==> src/rtl/lsu_stage.sv <==
// Load/store unit stage: decodes RV32 loads/stores, runs a single
// outstanding req/gnt/rvalid memory transaction and aligns load data.
module lsu_stage #(
    parameter int ADDR_WIDTH = 12
) (
    input  logic                  clk,
    input  logic                  rst_n,
    input  logic                  valid_i,
    input  logic [31:0]           instr_i,
    input  logic [31:0]           alu_result_i,
    input  logic [31:0]           store_data_i,
    output logic                  stall_o,
    output logic                  valid_o,
    output logic [31:0]           instr_o,
    output logic [31:0]           alu_result_o,
    output logic [31:0]           load_data_o,
    output logic                  err_o,
    output logic                  mem_req_o,
    output logic                  mem_we_o,
    output logic [ADDR_WIDTH-1:0] mem_addr_o,
    output logic [3:0]            mem_be_o,
    output logic [31:0]           mem_wdata_o,
    input  logic                  mem_gnt_i,
    input  logic                  mem_rvalid_i,
    input  logic [31:0]           mem_rdata_i
);

    typedef enum logic [1:0] {IDLE, REQ, WAIT_R} state_t;

    state_t r_state;
    state_t w_next;

    logic [31:0] r_p_instr;
    logic [31:0] r_p_alu;
    logic        r_p_we;
    logic [3:0]  r_p_be;
    logic [31:0] r_p_wdata;

    logic        r_valid;
    logic [31:0] r_instr;
    logic [31:0] r_alu;
    logic [31:0] r_data;
    logic        r_err;

    logic [2:0]  w_f3;
    logic        w_is_ld;
    logic        w_is_st;
    logic        w_f3_ok;
    logic        w_mis;
    logic        w_err;
    logic        w_go;
    logic [3:0]  w_be;
    logic [31:0] w_wd;
    logic [31:0] w_sh;
    logic [31:0] w_ld_data;
    logic        w_req;
    logic        w_stall;
    logic        w_latch;
    logic        w_done;
    logic [31:0] w_o_instr;
    logic [31:0] w_o_alu;
    logic [31:0] w_o_data;
    logic        w_o_err;

    assign w_f3    = instr_i[14:12];
    assign w_is_ld = (instr_i[6:0] == 7'b0000011);
    assign w_is_st = (instr_i[6:0] == 7'b0100011);
    assign w_f3_ok = w_is_ld ? (w_f3 != 3'd3 && w_f3 != 3'd6 && w_f3 != 3'd7)
                             : (w_f3 <= 3'd2);
    assign w_mis   = ((w_f3[1:0] == 2'b01) && alu_result_i[0])
                  || ((w_f3[1:0] == 2'b10) && (alu_result_i[1:0] != 2'b00));
    assign w_err   = (w_is_ld || w_is_st) && (!w_f3_ok || w_mis);
    assign w_go    = (w_is_ld || w_is_st) && !w_err;

    // Byte enables and replicated write data for the incoming access
    always_comb begin
        w_be = 4'b1111;
        w_wd = store_data_i;
        if (w_is_st) begin
            unique case (1'b1)
                (w_f3[1:0] == 2'b00): begin
                    w_be = 4'b0001 << alu_result_i[1:0];
                    w_wd = {4{store_data_i[7:0]}};
                end
                (w_f3[1:0] == 2'b01): begin
                    w_be = 4'b0011 << {alu_result_i[1], 1'b0};
                    w_wd = {2{store_data_i[15:0]}};
                end
                default: begin
                    w_be = 4'b1111;
                    w_wd = store_data_i;
                end
            endcase
        end
    end

    // Halves are always halfword-aligned, so one shifter serves all sizes
    assign w_sh = mem_rdata_i >> {r_p_alu[1:0], 3'b000};

    // Extract and extend load data from the latched funct3
    always_comb begin
        w_ld_data = '0;
        unique case (r_p_instr[14:12])
            3'd0:    w_ld_data = {{24{w_sh[7]}}, w_sh[7:0]};
            3'd1:    w_ld_data = {{16{w_sh[15]}}, w_sh[15:0]};
            3'd2:    w_ld_data = w_sh;
            3'd4:    w_ld_data = {24'd0, w_sh[7:0]};
            3'd5:    w_ld_data = {16'd0, w_sh[15:0]};
            default: w_ld_data = '0;
        endcase
    end

    // State register
    always_ff @(posedge clk or negedge rst_n) begin
        if (!rst_n) r_state <= IDLE;
        else        r_state <= w_next;
    end

    // Next state, stall and completion selection
    always_comb begin
        w_next    = r_state;
        w_stall   = 1'b0;
        w_latch   = 1'b0;
        w_done    = 1'b0;
        w_o_instr = r_p_instr;
        w_o_alu   = r_p_alu;
        w_o_data  = '0;
        w_o_err   = 1'b0;
        unique case (r_state)
            IDLE: begin
                if (valid_i) begin
                    if (w_go) begin
                        w_latch = 1'b1;
                        w_stall = 1'b1;
                        w_next  = REQ;
                    end else begin
                        w_done    = 1'b1;
                        w_o_instr = instr_i;
                        w_o_alu   = alu_result_i;
                        w_o_err   = w_err;
                    end
                end
            end
            REQ: begin
                w_stall = 1'b1;
                if (mem_gnt_i) begin
                    if (r_p_we) begin
                        w_stall = 1'b0;
                        w_done  = 1'b1;
                        w_next  = IDLE;
                    end else begin
                        w_next = WAIT_R;
                    end
                end
            end
            WAIT_R: begin
                w_stall = 1'b1;
                if (mem_rvalid_i) begin
                    w_stall  = 1'b0;
                    w_done   = 1'b1;
                    w_o_data = w_ld_data;
                    w_next   = IDLE;
                end
            end
            default: w_next = IDLE;
        endcase
    end

    // Capture the accepted load/store so upstream may change afterwards
    always_ff @(posedge clk or negedge rst_n) begin
        if (!rst_n) begin
            r_p_instr <= '0;
            r_p_alu   <= '0;
            r_p_we    <= 1'b0;
            r_p_be    <= '0;
            r_p_wdata <= '0;
        end else if (w_latch) begin
            r_p_instr <= instr_i;
            r_p_alu   <= alu_result_i;
            r_p_we    <= w_is_st;
            r_p_be    <= w_be;
            r_p_wdata <= w_wd;
        end
    end

    // Output registers: load on completion, otherwise hold
    always_ff @(posedge clk or negedge rst_n) begin
        if (!rst_n) begin
            r_valid <= 1'b0;
            r_instr <= '0;
            r_alu   <= '0;
            r_data  <= '0;
            r_err   <= 1'b0;
        end else begin
            r_valid <= w_done;
            if (w_done) begin
                r_instr <= w_o_instr;
                r_alu   <= w_o_alu;
                r_data  <= w_o_data;
                r_err   <= w_o_err;
            end
        end
    end

    assign w_req        = (r_state == REQ);
    assign stall_o      = w_stall & rst_n;
    assign valid_o      = r_valid;
    assign instr_o      = r_instr;
    assign alu_result_o = r_alu;
    assign load_data_o  = r_data;
    assign err_o        = r_err;
    assign mem_req_o    = w_req;
    assign mem_we_o     = w_req & r_p_we;
    assign mem_addr_o   = w_req ? {r_p_alu[ADDR_WIDTH-1:2], 2'b00} : '0;
    assign mem_be_o     = w_req ? r_p_be : '0;
    assign mem_wdata_o  = w_req ? r_p_wdata : '0;

endmodule

==> config.mk <==
export PLATFORM = sky130hd
export DESIGN_NAME = lsu_stage
export DESIGN_NICKNAME = d
export VERILOG_FILES = /design/src/rtl/lsu_stage.sv
export SDC_FILE = /design/constraint.sdc
export NUM_CORES = 1
export LEC_CHECK = 0
export ABC_AREA = 1
export CORE_AREA = 5 5 177 179
export DETAILED_ROUTE_END_ITERATION = 16
export DIE_AREA = 0 0 182 184
export SKIP_LAST_GASP = 1
export SLEW_MARGIN = 20
export SYNTH_ARGS = -nofsm -noshare
export SYNTH_HDL_FRONTEND = slang
export SYNTH_SLANG_ARGS = --single-unit
==> constraint.sdc <==
create_clock -name clk -period 2.3 [get_ports clk]
set_input_delay 0.575 -clock clk [delete_from_list [all_inputs] [get_ports clk]]
set_output_delay 0.575 -clock clk [all_outputs]
set_load 0.01 [all_outputs]
# --- Word level (Yosys, flattened, before mapping) ---
# Cells that the tools add are included.
word_totals:
  out_inout_bits: 149
  inputBits: 133
  reg_bits: 201
  wordCells: 89
classes:
  bitwise: 2
  n_eq_ne: 17
  order_cmp: 1
  shifts: 3
  muxes: 39
  reduce_logical: 16
op_table:
  columns: ["cell", "count"]
  rows:
  - ["$mux W32", 10]
  - ["$pmux W32 S5", 1]
  - ["$pmux W32 S2", 1]
  - ["$shr A32 B5 Y32", 1]
  - ["$mux W1", 15]
  - ["$mux W12", 1]
  - ["$mux W2", 5]
  - ["$mux W4", 2]
  - ["$ne A2 B2 Y1 const B", 4]
  - ["$pmux W4 S2", 1]
  - ["$eq A7 B2 Y1 const B", 1]
  - ["$eq A7 B6 Y1 const B", 1]
  - ["$eq A3 B3 Y1 const B", 2]
  - ["$logic_and A1 B1 Y1", 6]
  - ["$ne A3 B3 Y1 const B", 2]
  - ["$pmux W1 S3", 2]
  - ["$pmux W2 S3", 1]
  - ["$eq A2 B1 Y1 const B", 2]
  - ["$eq A2 B2 Y1 const B", 2]
  - ["$logic_not A2 Y1", 2]
  - ["$reduce_and A4 Y1", 1]
  - ["$shl A1 B2 Y4 const A", 1]
  - ["$shl A2 B2 Y4 const A", 1]
  - ["$eq A3 B1 Y1 const B", 1]
  - ["other kinds (8)", 12]

# --- Logic depth before layout (Yosys ltp) ---
# Gate-level depths: netlist (run 1).
depth:
  word_depth: 13
  depth_mapped: 13
  depth_no_buf: 11

# --- Least setup slack after synthesis (run 1) ---
# OpenSTA, ideal clock, no wires.
synth_timing:
  path_type: "input -> output"
  from: "in instr_i[3]"
  to: "out stall_o"
  path_stages: 9
  required_ns: 1.725
  arrival_ns: 1.802
  slack_ns: -0.077
  path_buffers: 2
  path_cell_list: "inv_1 nand2_1 nor2_1 nand2_1 nor2_1 nand3_2 buf_2 buf_2 a21boi_0"
synth_via:
  elab_chain_cells: 11
  elab_cells_between_ends: 13
  classes_between: "2 x eq/ne; 4 x mux; 1 x bitwise; 6 x reduce/logical"
synth_rtl:
  columns: ["item", "line", "source"]
  rows:
  - ["from (decl)", "9", "input logic [31:0] instr_i,"]
  - ["$eq A7 B2 Y1", "66", "assign w_is_ld = (instr_i[6:0] == 7'b0000011);"]
  - ["$mux W1", "68", "assign w_f3_ok = w_is_ld ? (w_f3 != 3'd3 && w_f3 != 3'd6 && w_f3 != 3'd7)"]
  - ["$logic_not A1 Y1", "72", "assign w_err = (w_is_ld || w_is_st) && (!w_f3_ok || w_mis);"]
  - ["$logic_or A1 B1 Y1", "72", null]
  - ["$logic_and A1 B1 Y1", "72", null]
  - ["$logic_not A1 Y1", "73", "assign w_go = (w_is_ld || w_is_st) && !w_err;"]
  - ["$logic_and A1 B1 Y1 *", "73", null]
  - ["$mux W1 *", "132", "if (w_go) begin"]
  - ["$mux W1 *", "131", "if (valid_i) begin"]
  - ["$pmux W1 S3 *", "129", "unique case (r_state)"]
  - ["$and A1 B1 Y1 *", "206", "assign stall_o = w_stall & rst_n;"]
  - ["to (decl)", "12", "output logic stall_o,"]
# Mark *: on every way between the ends. The rest lies on a longest branch, timed or not.

# --- Final worst setup path (run 1) ---
layout_timing:
  from: "reg r_state[1]"
  to: "out mem_wdata_o[3]"
layout_via:
  elab_chain_cells: 2
layout_rtl:
  columns: ["item", "line", "source"]
  rows:
  - ["from (decl)", "30", "state_t r_state;"]
  - ["from (signal assigned)", "116", "else r_state <= w_next;"]
  - ["$eq A2 B1 Y1", "205", "assign w_req = (r_state == REQ);"]
  - ["$mux W32", "216", "assign mem_wdata_o = w_req ? r_p_wdata : '0;"]
  - ["to (decl)", "22", "output logic [31:0] mem_wdata_o,"]
# Every way passes these cells.

==> results of run 1 <==
-- power by group --
part           leakage (nW)  internal (W)  switching (W)
registers              2.21       0.00372      0.0000911
logic                  4.60      0.000646       0.000658
clock network         0.389       0.00234        0.00150
total                  7.20       0.00671        0.00225
-- how the worst min path moves through the flow --
stage                 start              end  slack (ps)  depth (start not counted)
2_1_floorplan         rst_n  alu_result_o[0]         280                          0
3_3_place_gp   r_p_instr[0]     r_p_instr[0]         430                          2
3_5_place_dp   r_p_instr[0]     r_p_instr[0]         440                          2
4_1_cts               rst_n   load_data_o[7]         260                          2
5_1_grt               rst_n      instr_o[21]         270                          2
6_report              rst_n      instr_o[21]         200                          2
-- cell families (layout without fill, tap and decap cells) --
kind of cell           count (synthesis)  count (layout)  synth area share (%)
AOI/OAI and AO/OA                    158             158                 8.573
DFF                                  201             201                 49.30
other                                  1               4               0.03676
buffers and inverters                290             599                 11.45
and+or+nand+nor                      733             733                 30.64
-- through the flow --
| stage | hold slack [ps] | std cells | cell area (µm²) |
|---|---|---|---|
| after floorplan | 279.4 | 1384 | 10210 |
| after global placement | 434.9 | 2031 | 13740 |
| after detailed placement | 436.8 | 2031 | 13740 |
| after CTS | 260.6 | 2079 | 14460 |
| after global routing | 266.8 | 2084 | 14580 |
| final | 200.9 | 2085 | 14580 |
-- cells in the mapped netlist (all sizes together) --
cell,number,share of area (%)
a21boi,1,0.074
a21oi,38,2.0
a22oi,1,0.074
and2,1,0.061
buf,50,2.6
clkbuf,32,1.2
clkinv,1,0.037
conb,1,0.037
dfrtp,201,49
inv,207,7.6
nand2,488,18
nand3,106,5.4
nand3b,56,4.1
nor2,81,3.0
nor3,1,0.049
o211ai,14,1.0
o21a,2,0.15
o21ai,87,4.3
o22ai,8,0.49
o31ai,7,0.52
-- layout make-up --
class / instances / share of cell area (%)
clock buffer: 36 / 4.849
inverter: 208 / 5.364
tap: 390 / 3.347
clock inverter: 7 / 0.6008
antenna: 2 / 0.03433
timing repair buffer: 348 / 22.90
sequential: 201 / 34.50
multi-input combinational: 893 / 28.41
-- registers in the layout, summed over array words and instances, names as in the netlist --
register / flops
alu_result_o: 32
r_p_alu: 32
load_data_o: 32
r_p_be: 4
r_p_we: 1
err_o: 1
instr_o: 32
r_p_wdata: 32
valid_o: 1
r_state: 2
r_p_instr: 32
-- worst max-delay path, delay by kind of cell, from the launching register on --
family,cells,cell delay [ps]
buffers and inverters,3,560
flip-flops,1,400
AND/OR/NAND/NOR,2,240
-- cells in the final DEF, fill, tap and decap left out, types with 8 or more instances in the layout --
master           instances
nand3_1                104
a21oi_1                 37
nand2_1                480
buf_12                  12
dfrtp_1                201
clkbuf_16               25
buf_2                   29
clkbuf_2                 8
nand3b_1                56
nor2_2                  16
nor2_1                  56
nor2_4                   9
buf_4                   57
o211ai_1                14
inv_1                  199
o22ai_1                  8
clkdlybuf4s50_1        221
o21ai_0                 87
-- what timing repair did --
item,CTS,global route
pin swaps,4,10
endpoints found under the setup margin,56,59
resized for setup,176,60
cloned,1,0
buffers inserted,4,5
-- layer usage --
metal  track usage [%]  share of wire, %  wire length [µm]  vias to the layer above
met5                 0             0.039                13                        -
met4             5.014               2.2               730                        2
met3             5.125               8.0              2673                       60
met2             31.14                45             15230                      330
met1             26.10                44             14910                     4588
li1                  -                 -                 -                     4843
==> results.tsv, run 1 <==
stage	metric	value	unit
die	rows	63	
clock_network	root_buffer	clkbuf_16	
synthesis	syn_avg_cell_area	7.377	µm²
timing	setup-violations-final	2	
timing	drv_slew	0	
timing	rsz0062_at_grt	true	
die	pin_count	282	
placement	portBuffers	279	
power_and_ir_drop	power_density	614.1	nW/µm²
run	cap_violations	0	
critical_path	critPathSlowestCell	dfrtp_1	
timing	worst_slew_pin_slew	901.8	ps
timing	timing.fmax	434.6	MHz
routing	firstDrtPassIters	6	
routing	drt-vias-per-instance	4.711	
power_and_ir_drop	power.total	0.008953	W
routing	drtIter0Drc	546	
run_status	violations	negative setup slack	
synthesis	seq_area_frac_synth	49.30	%
placement	post-place-ws	-909.0	ps
layout	utilization	49.59	%
routing	wl_per_cell	16.09	µm
critical_path	crit_chain	nor2_2 > inv_2 > buf_16 > nor2_1 > dlygate4sd2_1	
critical_path	ff2ff_setup_slack	320	ps
die	die_y	184	µm
layout	fill_cells	2938	
timing	max_slew_margin	39.88	%
critical_path	r2r_end	r_p_wdata[30]	
die	die_area	33490	µm²
critical_path	reg2reg_depth	11	
routing	vias	9823	
critical_path	end_kind	output pin	
synthesis	ys_ff_latch	201	
critical_path	reg2reg_from	r_state[1]	
clock_network	cts_tree	yes	
power_and_ir_drop	power.leakage	7.202	nW
global_routing	grt_overflow	0	
critical_path	cp_max_fo	20	
clock_network	cts_sinks	201	
power_and_ir_drop	irDropWorstVdd	0.4355	mV
critical_path	worstPathRequired	1730	ps
die	core-area	29400	µm²
timing	skew	9.335	ps
timing	final.min_clock_period	2301	ps
global_routing	grt_util_all_layers	19.35	%
critical_path	critPathMaxStageDelay	400	ps
worst_hold_path	hold_class	input pin to async pin	
global_routing	grt_pass1_vias	9708	
global_routing	antenna_found_initial	2	
clock_network	insertion_delay	510	ps
routing	drc	0	
clock_network	htree_levels	1	
timing	fin_crit_sh	100.0	%
synthesis	netlist_instances	1383	
routing	drtAntennaViolNets	0	
global_routing	grt_max_degree	153	
synthesis	yosysWarnings	0	
clock_network	cts-hold-fix-buffers	0	
critical_path	worstSetupEndpoint	mem_wdata_o[3]	
timing	setup_tns	-1.311	ps
layout	register_area	5030	µm²
critical_path	path_class	flop to output pin	
die	die_x	182	µm
layout	final_nets	1809	
synthesis	synth_area	10200	µm²
run_status	outcome	finished, violations left	
clock_network	clockBufferDepth	3	
timing	hold_violations	0	
synthesis	ys_types	29	
layout	multi_input_area	4141	µm²
global_routing	grt_pass1_wl	52760	µm
placement	place.gp.congestion	0.8784	
routing	drt-total-wl	33560	µm
critical_path	cp_data_arrival_time	1730	ps
critical_path	cp-start-kind	flop	
die	initial_core_util	34.70	%
clock_network	cts_buffers	24	
critical_path	crit_start	r_state[1]	
clock_network	path_clk_slew	60	ps
timing	timing.final.ws_setup	-0.8391	ps
placement	place_hpwl	22990	µm
layout	drive_gt1_share	11.58	%
layout	area_growth_syn_to_layout	42.90	%
(Power assumes the default switching activity.)
==> run 2: changes to the inputs <==
SLEW_MARGIN = 40   (was 20)
==> run 2 against run 1 <==
The flow now finishes without violations; sequential power barely moved; clock skew is 4.0 ps lower; global-route usage rose by 0.068 points; critical path depth increased by 2; clock power fell by 4%; count of clock-buffer cells in the layout shrank 2; setup slack improved by 8.3 ps; fmax grew 0.36%; cell area about the same; critical path type is now input pin to output pin; highest routed layer unchanged.
==> results.tsv, run 2 (same netlist as run 1, synthesis figures left out) <==
stage	metric	value	unit	change
run_status	outcome	completed		was finished, violations left
placement	place.gp.congestion	0.8784		unchanged
clock_network	cts_sinks	201		unchanged
power_and_ir_drop	power.total	0.008826	W	was 0.008953 W
critical_path	cp.depth	7		was 5
critical_path	crit_chain	clkdlybuf4s50_1 > nor2_1 > nor2_1 > a21oi_4 > nand3_4 > a21boi_2 > buf_6		was nor2_2 > inv_2 > buf_16 > nor2_1 > dlygate4sd2_1
run	cap_violations	0		unchanged
global_routing	grt_util_all_layers	19.42	%	was 19.35%
power_and_ir_drop	irDropWorstVdd	0.4259	mV	was 0.4355 mV
timing	final.min_clock_period	2293	ps	was 2301 ps
placement	place_hpwl	23030	µm	was 22,990 µm
die	die_area	33490	µm²	unchanged
critical_path	end_kind	output pin		unchanged
timing	max_slew_margin	56.31	%	was 39.88%
critical_path	reg2reg_depth	9		was 11
critical_path	path_buf_inv	2		was 3
routing	drtAntennaViolNets	0		unchanged
placement	portBuffers	279		unchanged
clock_network	cts-hold-fix-buffers	0		unchanged
timing	setup_tns	0	ps	was -1.311 ps
critical_path	cp-start-kind	input pin		was flop
timing	skew	5.302	ps	was 9.335 ps
layout	final_cells	2086		was 2,085
timing	rsz0062_at_grt	true		unchanged
layout	final_cell_mix	479 x nand2_1, 221 x clkdlybuf4s50_1, 201 x dfrtp_1, 199 x inv_1, 104 x nand3_1		was 480 x nand2_1, 221 x clkdlybuf4s50_1, 201 x dfrtp_1, 199 x inv_1, 104 x nand3_1
timing	drv_slew	0		unchanged
clock_network	path_clk_slew	60	ps	about the same
layout	area_growth_syn_to_layout	42.86	%	was 42.90%
critical_path	cp_max_fo	2		was 20
die	rows	63		unchanged
routing	firstDrtPassIters	5		was 6
global_routing	grt_pass1_vias	9781		was 9,708
clock_network	insertion_delay	510	ps	about the same
critical_path	cp_data_arrival_time	1720	ps	was 1730 ps
layout	drive_gt1_share	12.40	%	was 11.58%
layout	post-route-cell-area	14580	µm²	about the same
die	pin_count	282		unchanged
placement	dp.cells	2031		unchanged
global_routing	antenna_found_initial	2		unchanged
timing	hold_violations	0		unchanged
die	die_x	182	µm	unchanged
die	initial_core_util	34.70	%	unchanged
timing	timing.fmax	436.2	MHz	was 434.6 MHz
clock_network	clockBufferDepth	3		unchanged
clock_network	cts_tree	yes		unchanged
critical_path	path_class	input pin to output pin		was flop to output pin
die	die_y	184	µm	unchanged
die	core-area	29400	µm²	unchanged
timing	fin_crit_sh	99.68	%	was 100.0%
layout	fill_cells	2930		was 2,938
critical_path	critPathSlowestCell	clkdlybuf4s50_1		was dfrtp_1
global_routing	grt_overflow	0		unchanged
critical_path	worst_path_dominant_cell_family	buffers and inverters		unchanged
routing	drtIter0Drc	616		was 546
power_and_ir_drop	power.leakage	7.226	nW	was 7.202 nW
routing	drc	0		unchanged
worst_hold_path	hold_class	input pin to async pin		unchanged
global_routing	grt_max_degree	153		unchanged
critical_path	path_common_cell	nor2_1		
placement	placed_area	13740	µm²	about the same
global_routing	grt_pass1_wl	52950	µm	was 52,760 µm
routing	vias	9860		was 9,823
clock_network	htree_levels	1		unchanged
routing	drt-total-wl	33760	µm	was 33,560 µm
layout	final_common_cell	nand2_1		unchanged
routing	wl_per_cell	16.18	µm	was 16.09 µm
timing	setup-violations-final	0		was 2
layout	utilization	49.57	%	was 49.59%
layout	final_nets	1811		was 1,809
critical_path	critPathMaxStageDelay	440	ps	was 400 ps
critical_path	worstPathRequired	1730	ps	about the same
power_and_ir_drop	power_density	605.5	nW/µm²	was 614.1 nW/µm²
routing	drt-vias-per-instance	4.727		was 4.711
clock_network	root_buffer	clkbuf_16		unchanged
clock_network	cts_buffers	24		unchanged
timing	worst_slew_pin_slew	655.4	ps	was 901.8 ps
## run 2: changes by cell type in the layout (fill, tap and decap cells not counted), moves of 2 or more
| cell | change |
|---|---|
| buf_2 | +9 |
| bufinv_16 | -2 |
| clkbuf_1 | -5 |
| clkbuf_2 | -3 |
| clkbuf_8 | +3 |
| clkinv_2 | +4 |
| dlygate4sd2_1 | -3 |
| nor2_1 | -4 |
| nor2_2 | +5 |
## run 2: final cells by class
class / count / area, µm² / share of cell area (%)
repair buffers: 350 / 3352 / 23.00
diodes: 2 / 5.005 / 0.03434
multi-input cells: 893 / 4149 / 28.47
clock buffers: 34 / 729.5 / 5.005
flip-flops and latches: 201 / 5030 / 34.51
inverters: 208 / 782.0 / 5.365
clock inverters: 8 / 40.04 / 0.2747
well taps: 390 / 488.0 / 3.348
## run 2: report_power, final
| part | leakage, nW | internal (W) | total [W] | switching [W] |
|---|---|---|---|---|
| Clock | 0.392 | 0.00219 | 0.00370 | 0.00151 |
| Combinational | 4.62 | 0.000652 | 0.00132 | 0.000663 |
| Sequential | 2.21 | 0.00372 | 0.00381 | 0.0000895 |
| Total | 7.23 | 0.00656 | 0.00883 | 0.00226 |
## run 2: final timing paths
check,start,end,slack (ps)
max reg2reg,r_state[1],r_p_alu[23],350
min reg2reg,r_p_instr[1],r_p_instr[1],450
max in group asynchronous,rst_n,r_p_alu[20],1490
min,rst_n,instr_o[21],40
max,instr_i[14],stall_o,7
min in group clk,r_p_instr[1],r_p_instr[1],450
## run 2: what timing repair did
| item | CTS | global route |
|---|---|---|
| buffers inserted | 4 | 6 |
| gates resized for setup | 195 | 53 |
| pin swaps | 4 | 10 |
| endpoints found under the setup margin | 57 | 86 |
| gates cloned | 1 | 0 |
## run 2: layer usage
| layer | share of wire, % | global-route usage, % | wire length [µm] | vias up |
|---|---|---|---|---|
| li1 | - | - | - | 4855 |
| met1 | 44 | 26.12 | 14840 | 4617 |
| met2 | 45 | 31.32 | 15280 | 338 |
| met3 | 8.6 | 5.580 | 2908 | 48 |
| met4 | 2.1 | 4.413 | 716 | 2 |
| met5 | 0.039 | 0 | 13 | - |
## run 2: worst register-to-register path, delay by kind of cell, from the launching register on
| kind | cells | cell delay (ps) |
|---|---|---|
| simple gates | 4 | 470 |
| buf+inv | 4 | 580 |
| compound gates | 1 | 390 |
| flops | 1 | 400 |
## run 2: stage by stage
stage	hold slack (ps)	setup WS [ps]
after floorplan	279.4	7.414
after global placement	434.9	-928.8
after detailed placement	437.4	-909.2
after CTS	219.3	-265.7
after global routing	47.50	-82.13
final	41.60	7.414
==> run 3: changes to the inputs <==
TNS_END_PERCENT = 50   (was unset)
==> run 3 against run 2 <==
The run now ends with negative setup slack left; combinational power hardly changed; global-route usage hardly changed; cell area is 0.65% higher; via count is 0.90% higher; final cell count hardly changed; fmax is 7.8% lower; hold slack better by 1.7 ps; first-iteration DRC count is 5.7% lower; register-to-register slack worse by 90 ps; utilization is 0.32 points higher; count of clock-buffer cells in the layout stayed put; power is 0.13% higher.
==> results.tsv, run 3 (same netlist as run 1, synthesis figures left out) <==
stage	metric	value	unit	change
clock_network	cts_buffers	24		unchanged
global_routing	grt.met1_usage	26.13	%	was 26.12%
timing	hold_slack	43.28	ps	was 41.60 ps
routing	drc	0		unchanged
layout	multi_input_area	4108	µm²	was 4149 µm²
die	initial_core_util	34.70	%	unchanged
global_routing	use_met2	31.32	%	unchanged
die	rows	63		unchanged
layout	final_cells	2088		was 2,086
clock_network	clockBufferDepth	3		unchanged
routing	firstDrtPassIters	5		unchanged
critical_path	crit_start	instr_i[2]		was instr_i[14]
power_and_ir_drop	power.leakage	7.256	nW	was 7.226 nW
global_routing	grt_overflow	0		unchanged
timing	fin_crit_sh	108.1	%	was 99.68%
routing	drtAntennaViolNets	0		unchanged
power_and_ir_drop	power_density	602.4	nW/µm²	was 605.5 nW/µm²
timing	setup-violations-final	8		was 0
placement	place.gp.congestion	0.8784		unchanged
die	die_area	33490	µm²	unchanged
critical_path	reg2reg_from	r_state[0]		was r_state[1]
critical_path	cp-start-kind	input pin		unchanged
timing	final.min_clock_period	2486	ps	was 2293 ps
global_routing	grt_pass1_vias	9785		was 9,781
clock_network	cts-hold-fix-buffers	0		unchanged
layout	final_cell_mix	483 x nand2_1, 228 x clkdlybuf4s50_1, 201 x inv_1, 201 x dfrtp_1, 104 x nand3_1		was 479 x nand2_1, 221 x clkdlybuf4s50_1, 201 x dfrtp_1, 199 x inv_1, 104 x nand3_1
placement	dp.cells	2031		unchanged
timing	timing.fmax	402.3	MHz	was 436.2 MHz
placement	portBuffers	279		unchanged
clock_network	cts_tree	yes		unchanged
critical_path	path_class	input pin to output pin		unchanged
timing	timing.final.ws_setup	-185.8	ps	was 7.414 ps
global_routing	antenna_found_initial	2		unchanged
critical_path	ff2ff_setup_slack	260	ps	was 350 ps
power_and_ir_drop	irDropWorstVdd	0.4286	mV	was 0.4259 mV
clock_network	htree_levels	1		unchanged
timing	skew	7.678	ps	was 5.302 ps
global_routing	grt_util_met3	5.679	%	was 5.580%
timing	max_slew_margin	56.37	%	was 56.31%
routing	drtIter0Drc	581		was 616
global_routing	grt_pass1_wl	53020	µm	was 52,950 µm
placement	post-place-ws	-909.2	ps	unchanged
layout	area_growth_syn_to_layout	43.79	%	was 42.86%
routing	drt-vias-per-instance	4.765		was 4.727
run_status	outcome	finished, violations left		was completed
layout	drive_gt1_share	11.31	%	was 12.40%
layout	fill_cells	2924		was 2,930
die	core-area	29400	µm²	unchanged
layout	post-route-cell-area	14670	µm²	was 14,580 µm²
routing	vias	9949		was 9,860
placement	place_hpwl	23030	µm	unchanged
global_routing	grt_max_degree	153		unchanged
die	pin_count	282		unchanged
layout	utilization	49.90	%	was 49.57%
run	cap_violations	0		unchanged
global_routing	busiest_layer	met2		unchanged
timing	drv_slew	0		unchanged
layout	register_area	5030	µm²	unchanged
clock_network	cts_sinks	201		unchanged
run_status	violations	negative setup slack		
layout	final_common_cell	nand2_1		unchanged
timing	worst_slew_pin_slew	654.4	ps	was 655.4 ps
worst_hold_path	hold_class	input pin to async pin		unchanged
layout	final_nets	1814		was 1,811
critical_path	cp_data_arrival_time	1910	ps	was 1720 ps
die	die_y	184	µm	unchanged
critical_path	worstPathRequired	1730	ps	about the same
routing	drt-total-wl	35090	µm	was 33,760 µm
clock_network	insertion_delay	510	ps	about the same
critical_path	reg2reg_depth	12		was 9
timing	rsz0062_at_grt	true		unchanged
critical_path	r2r_end	instr_o[3]		was r_p_alu[23]
critical_path	end_kind	output pin		unchanged
clock_network	root_buffer	clkbuf_16		unchanged
timing	hold_violations	0		unchanged
clock_network	path_clk_slew	60	ps	about the same
placement	placed_area	13740	µm²	unchanged
routing	wl_per_cell	16.81	µm	was 16.18 µm
critical_path	cp_max_fo	3		was 2
global_routing	grt_util_all_layers	19.44	%	was 19.42%
die	die_x	182	µm	unchanged
run 3: changes by cell type in the layout (fill, tap and decap cells not counted), moves of 6 or more:
cell / delta
buf_2: -15
nor2_2: -12
nor2_1: +11
clkbuf_2: +10
clkdlybuf4s50_1: +7
buf_4: -6
run 3: worst max-delay path: stages:
cell	delay (ps)
clkdlybuf4s50_1	420
inv_2	100
nand2_2	90
nor2_4	140
nand2_2	90
nor2_4	120
nand3_4	70
a21boi_1	140
buf_4	160
run 3: power breakdown:
group | switching (W) | internal, W
clock | 0.00151 | 0.00219
combinational | 0.000666 | 0.000656
sequential | 0.0000903 | 0.00372
total | 0.00227 | 0.00657
run 3: stage by stage:
stage	power [W]	setup TNS, ps
5_1_grt	0.009250	-2456
3_5_place_dp	0.005189	-87590
3_3_place_gp	0.005176	-87520
4_1_cts	0.008948	-2296
6_report	0.008837	-907.3
2_1_floorplan	0.004370	0
run 3: metal layers:
layer | up-vias | wire [µm]
met1 | 4687 | 15310
li1 | 4855 | -
met5 | - | 13
met2 | 353 | 16100
met4 | 2 | 685
met3 | 52 | 2988
run 3: final cells by class:
type / instances / area share (%)
multi-input combinational: 893 / 28.00
tap: 390 / 3.326
clock buffer: 34 / 4.972
timing repair buffer: 353 / 23.79
clock inverter: 8 / 0.2729
inverter: 208 / 5.339
antenna: 1 / 0.01706
sequential: 201 / 34.29
run 3: repair_timing:
item | in CTS | in global routing
hold endpoints to repair | 0 | 0
setup endpoints to repair | 57 | 87
pin swaps | 4 | 4
setup buffers | 4 | 4
resized for setup | 146 | 65
gates cloned | 1 | 5
run 3: worst max-delay path by stage:
stage	slack [ps]	to
3_5_place_dp	-910	stall_o
4_1_cts	-270	stall_o
2_1_floorplan	7	stall_o
5_1_grt	-310	stall_o
6_report	-190	stall_o
3_3_place_gp	-930	stall_o
